## src/rtl/counter_seq_pkg.sv

```systemverilog
// Shared types and default sizing for the counter run controller.
package counter_seq_pkg;

  typedef enum logic [1:0] {
    IDLE  = 2'd0,
    CLEAR = 2'd1,
    RUN   = 2'd2,
    DONE  = 2'd3
  } state_t;

  localparam int DEF_WIDTH   = 4;
  localparam int DEF_TIMEOUT = 16;

endpackage

```

## src/rtl/counter_sequencer.sv

```systemverilog
// Run controller that gates an external counter's enable until it reaches a
// latched target or a step budget expires, then reports sticky status.
module counter_sequencer
  import counter_seq_pkg::*;
#(
  parameter int WIDTH   = DEF_WIDTH,
  parameter int TIMEOUT = DEF_TIMEOUT,
  localparam int SW     = $clog2(TIMEOUT + 1)
) (
  input  logic             clk,
  input  logic             reset,
  input  logic             start,
  input  logic             clr_first,
  input  logic [WIDTH-1:0] target,
  input  logic             pause,
  input  logic             abort,
  input  logic [WIDTH-1:0] count,
  output logic             cnt_en,
  output logic             cnt_clr,
  output logic             busy,
  output logic             done,
  output logic             hit,
  output logic             timeout_err,
  output logic [SW-1:0]    steps
);

  localparam logic [SW-1:0] STEP_MAX = SW'(TIMEOUT);

  state_t           state;
  state_t           next_state;
  logic [WIDTH-1:0] target_q;
  logic             accept;
  logic             step_inc;
  logic             set_hit;
  logic             set_tmo;
  logic             abort_run;

  always_ff @(posedge clk or posedge reset) begin
    if (reset) begin
      state       <= IDLE;
      target_q    <= '0;
      steps       <= '0;
      hit         <= 1'b0;
      timeout_err <= 1'b0;
    end else begin
      state <= next_state;
      if (accept) begin
        target_q    <= target;
        steps       <= '0;
        hit         <= 1'b0;
        timeout_err <= 1'b0;
      end else begin
        // steps never advances past the budget, so it cannot wrap
        if (step_inc && (steps != STEP_MAX))
          steps <= steps + SW'(1);
        if (set_hit)
          hit <= 1'b1;
        if (set_tmo)
          timeout_err <= 1'b1;
        if (abort_run) begin
          hit         <= 1'b0;
          timeout_err <= 1'b0;
        end
      end
    end
  end

  always_comb begin
    next_state = state;
    cnt_en     = 1'b0;
    cnt_clr    = 1'b0;
    accept     = 1'b0;
    step_inc   = 1'b0;
    set_hit    = 1'b0;
    set_tmo    = 1'b0;
    abort_run  = 1'b0;
    unique case (state)
      IDLE: begin
        if (start) begin
          accept     = 1'b1;
          next_state = clr_first ? CLEAR : RUN;
        end
      end
      CLEAR: begin
        cnt_clr    = 1'b1;
        next_state = abort ? IDLE : RUN;
      end
      RUN: begin
        // match is checked before enabling, so an already-matching count takes zero steps
        if (abort) begin
          abort_run  = 1'b1;
          next_state = IDLE;
        end else if (count == target_q) begin
          set_hit    = 1'b1;
          next_state = DONE;
        end else if (steps == STEP_MAX) begin
          set_tmo    = 1'b1;
          next_state = DONE;
        end else if (!pause) begin
          cnt_en   = 1'b1;
          step_inc = 1'b1;
        end
      end
      DONE: begin
        next_state = IDLE;
      end
      default: begin
        next_state = IDLE;
      end
    endcase
  end

  assign busy = (state != IDLE);
  assign done = (state == DONE);

endmodule

```

## config.mk

```make
export PLATFORM = sky130hd
export DESIGN_NAME = counter_sequencer
export DESIGN_NICKNAME = d
export VERILOG_FILES = /design/src/rtl/counter_seq_pkg.sv /design/src/rtl/counter_sequencer.sv
export SDC_FILE = /design/constraint.sdc
export NUM_CORES = 1
export LEC_CHECK = 0
export BUFFER_PORTS_ARGS = -buffer_cell sky130_fd_sc_hd__clkbuf_2
export CORE_MARGIN = 4
export CORE_UTILIZATION = 38
export CTS_CLUSTER_DIAMETER = 60
export DETAILED_ROUTE_END_ITERATION = 10
export RECOVER_POWER = 100
export SLEW_MARGIN = 20
export SYNTH_ARGS = -nofsm -noshare
export SYNTH_HDL_FRONTEND = slang
export SYNTH_SLANG_ARGS = --single-unit
export TNS_END_PERCENT = 1
```

## constraint.sdc

```tcl
create_clock -name clk -period 3.77 [get_ports clk]
set_input_delay 0.1885 -clock clk [delete_from_list [all_inputs] [get_ports clk]]
set_output_delay 0.1885 -clock clk [all_outputs]
set_load 0.005 [all_outputs]
```

Yosys cells after proc, flatten, opt, wreduce, memory -nomap -nowiden
Index checks and enable logic that the tools add are counted.
- eq/ne operators: 8
- reductions and logical operators: 7
- add/subtract/negate cells: 1
- multiplexer cells: 32
- operators by type and width (kind ; number):
    $mux W1 ; 23
    $mux W2 ; 6
    $mux W5 ; 2
    $pmux W2 S4 ; 1
    $reduce_bool A3 Y1 ; 2
    $add A5 B1 Y5 const B ; 1
    $eq A5 B5 Y1 const B ; 1
    $ne A5 B5 Y1 const B ; 1
    $eq A2 B2 Y1 const B ; 2
    $eq A4 B4 Y1 ; 1
    $ne A4 B4 Y1 const B ; 1
    $reduce_bool A2 Y1 ; 2
    $eq A2 B1 Y1 const B ; 1
    $logic_not A2 Y1 ; 1
    $ne A2 B2 Y1 const B ; 1
    $reduce_and A2 Y1 ; 1
    $logic_and A1 B1 Y1 ; 1
- logic and storage cells: 53
- bits of input ports: 14
- output and inout port bits: 11
- register bits after elaboration: 13

Logic depth before layout (Yosys ltp)
- word-level depth: 8
- gate-level depth with buffers: 6
- mapped depth without buffers: 6

Worst setup path after synthesis
No wires, ideal clock.
- kind: reg-to-reg
- start: reg state[0]
- end: reg steps[2]
- data required time: 3.703 ns
- clock period less this slack: 1.878 ns
- buffers on the path: 0
- stages on the path, launching flop included: 5
- library setup time: 0.067 ns
- setup slack: 1.892 ns
- arrival time: 1.811 ns
- path through: dfrtp_1 -> or3b_4 -> or4b_1 -> or4_1 -> nand2_1
- longest elaborated chain between the ends: 4
- elaborated cells on any way between the ends: 7
- classes of those cells: eq/ne: 1; mux: 3; reduce/logical: 3
- ends and longest elaborated chain (element ; RTL line ; source):
    start: declaration ; counter_sequencer.sv:29 ; state_t state;
    start signal: assignment ; counter_sequencer.sv:46 ; state <= next_state;
    $eq A2 B2 Y1 ; counter_sequencer.sv:77 ; unique case (state)
    $mux W1 ; counter_sequencer.sv:77 ;
    $logic_and A1 B1 Y1 ; counter_sequencer.sv:54 ; if (step_inc && (steps != STEP_MAX))
    $reduce_bool A2 Y1 (no line) ; n/a ;
    end signal: assignment ; counter_sequencer.sv:55 ; steps <= steps + SW'(1);
    end: declaration ; counter_sequencer.sv:24 ; output logic [SW-1:0] steps
Parallel ways exist; a longest one is shown, timed or not.
A chain may end at the register's enable or synchronous reset.

Worst setup path in the final report
- start: reg state[0]
- end: out cnt_en
- longest elaborated chain between the ends: 2
- ends and longest elaborated chain (element ; RTL line ; source):
    $eq A2 B2 Y1 ; counter_sequencer.sv:77 ;
    $mux W1 ; counter_sequencer.sv:77 ;
    end: declaration ; counter_sequencer.sv:18 ; output logic cnt_en,
Every way passes these cells.

==> flow_metrics.tcl <==
set metrics [dict create \
    synth.avg_cell_area_sq_um 9.24 \
    p_comb_frac 0.264 \
    synth_top_family_by_area "simple AND/OR/NAND/NOR gates" \
    die-area_sq_um 2660 \
    synth-adder-area-share 0.0347 \
    maxSlewViolCount 0 \
    antenna_found_initial 0 \
    final_nets 124 \
    syn-num-nets 94 \
    whs_ps 99.6 \
    fmax_ghz 0.432 \
    start_util 0.409 \
    gp_congestion 0.746 \
    post-route-util 0.509 \
    finalCritPeriodShare 0.614 \
    cts_tree "built" \
    syn_area_sq_um 721 \
    synthTopCellsByCount "19 x nand2_1, 13 x dfrtp_1, 7 x inv_1" \
    peakVddDrop_mv 0.251 \
    synth-seq-cells 13 \
    root_buffer "clkbuf_4" \
    numCtsBuffers 3 \
    cts.sinks 13 \
    rows 15 \
    fin_tns_setup_ps 0 \
    grt_pass1_wl_um 2500 \
    dp_hpwl_um 1160 \
    dr.pass1.iters 4 \
    path_cells "or3b_1, or4_2, inv_1, clkbuf_2" \
    ys_types 25 \
    switching_power_uw 121 \
    yosysMostFrequentCell "nand2_1" \
    p_per_area_nw_per_um2 409 \
    synth_xor_area_frac 0.0486 \
    required_ps 3580 \
    worst_slew_pin_slew_ps 596 \
    synth_compound_area_frac 0.0625 \
    final_hold_viol_count 0 \
    rsz0062_at_grt "no" \
    yosysSeqAreaShare 0.451 \
    detail-route-antenna-nets 0 \
    fp.dieH_um 51.6 \
    gr-total-overflow 0 \
    drc 0 \
    synth_edf_count 0 \
    cpPeakStageDelay_ps 730 \
    drive_gt1_frac 0.252 \
    wl_per_cell_um 11.8 \
    grt_use_total 0.128 \
    startpoint_type "register" \
    setup_viol 0 \
    num_vias 628 \
    synthCells 78 \
    insertion_delay_ps 280 \
    io_pins 25 \
    min_period_ps 2320 \
    worst-path-buf-inv 2 \
    ys_warn_count 0 \
    p_int_uw 246 \
    routed_wl_um 1560 \
    relSlewSlack 0.598 \
    end_kind "output pin" \
    synth_top_cells_by_area "dfrtp_1 45%, nand2_1 9.9%, mux2i_1 5.6%" \
    status "complete, no violations" \
    clock_tree.buffer_depth 2 \
    cts.clk_slew.worst_paths_ps 80 \
    synth-simple-area-share 0.306 \
    synth_mux_area_frac 0.0556 \
    synthArstFlopShare 1.00 \
    crit_type "register to output pin" \
    cp_max_fo 8 \
    synthToLayoutAreaGrowth_pct 24.7 \
    post-cts-setup-buffer-count 0 \
    grt_pass1_vias 574 \
    core_sq_um 1760 \
    h-tree-depth 1 \
    p_leak_uw 0.000470 \
    crit_family "simple AND/OR/NAND/NOR gates" \
    yosysTopAreaCell "dfrtp_1" \
    cp_slowest_cell "or4_2" \
    grt_max_degree 14 \
    clkPwrFrac 0.237 \
    synthFlopType "dfrtp_1" \
    min_path_type "input pin to register" \
    die_w_um 51.6 \
    portBuffers 24 \
    skew_ps 1.88 \
    drtIter0Drc 4 \
    swShare 0.329 \
    diodes 0 \
    synth_top_area_share 0.451 \
    cp_data_arrival_time_ps 2130 \
    viasPerCell 4.76 \
    p_seq_frac 0.499 \
    maxCapViolations 0 \
]
final timing paths:
check / startpoint / endpoint / slack [ps] / depth (start not counted)
worst max-delay path: state[0]$_DFFE_PP0P_ / cnt_en / 1450 / 4
min in group asynchronous: reset / target_q[0]$_DFFE_PP0P_ / 460 / 3
max in group asynchronous: reset / target_q[1]$_DFFE_PP0P_ / 2970 / 3
worst min register to register: target_q[1]$_DFFE_PP0P_ / target_q[1]$_DFFE_PP0P_ / 500 / 2
worst min-delay path: target[1] / target_q[1]$_DFFE_PP0P_ / 100 / 3
worst max register to register: state[0]$_DFFE_PP0P_ / steps[2]$_DFFE_PP0P_ / 1770 / 4
final cells by class:
type                    count  area, sq um
fillers                   186          866
repair buffers             26          128
clock buffers               4         26.3
inverters                   7         26.3
well taps                  25         31.3
flip-flops and latches     13          325
multi-input cells          57          362
power groups by stage:
stage	Sequential, uW	Combinational [uW]	Clock [uW]
3_5_place_dp	186	103	0
6_report	183	97.0	87.0
2_1_floorplan	182	67.8	0
4_1_cts	183	104	91.2
3_3_place_gp	185	102	0
5_1_grt	187	111	98.6
layout by cell type (no fill, tap or decap), types with 3 or more instances in the layout:
master and instances:
nand2_1 19, clkbuf_4 3, clkbuf_1 7, inv_1 7, mux2i_1 4, xor2_1 4
nor2_1 3, dfrtp_1 13, clkbuf_2 19, a21oi_1 4
logic make-up (layout without fill, tap and decap cells):
family | Yosys count | after routing
AO/OA/AOI/OAI | 8 | 8
XOR/XNOR | 4 | 4
adder cells (fa/ha/maj) | 2 | 2
buffers and inverters | 8 | 37
flip-flops | 13 | 13
multiplexers | 4 | 4
AND/OR/NAND/NOR | 39 | 39
registers in the layout (all words and copies together), names as in the netlist:
name / count
timeout_err: 1
hit: 1
steps: 5
state: 2
target_q: 4
layer usage:
metal	routed length (um)	up-vias	track usage	share of wire
met4	20	0	0.0393	0.013
met3	133	5	0.0602	0.086
met1	742	278	0.165	0.48
li1	-	325	-	-
met2	658	20	0.191	0.42
met5	0	-	0	0
worst reg2reg max path, cell delays in order, from the launching register on:
cell	delay (ps)
dfrtp_1	450
or3b_1	480
or4b_1	550
or4_1	400
nand2_1	70
stage by stage:
step | power (uW) | std cells | worst slack [ps] | instance area (sq um)
CTS | 379 | 132 | 1480 | 912
finish | 367 | 132 | 1450 | 898
floorplan | 250 | 78 | 1890 | 721
global placement | 287 | 127 | 1810 | 876
global route | 396 | 132 | 1380 | 898
detailed placement | 289 | 127 | 1800 | 876
what timing repair did:
action                    in CTS  in global routing
gates resized for setup        0                  0
hold endpoints to repair      13                  0
hold buffers                   1                  0
Note: power is estimated with default switching activity, not from simulation.
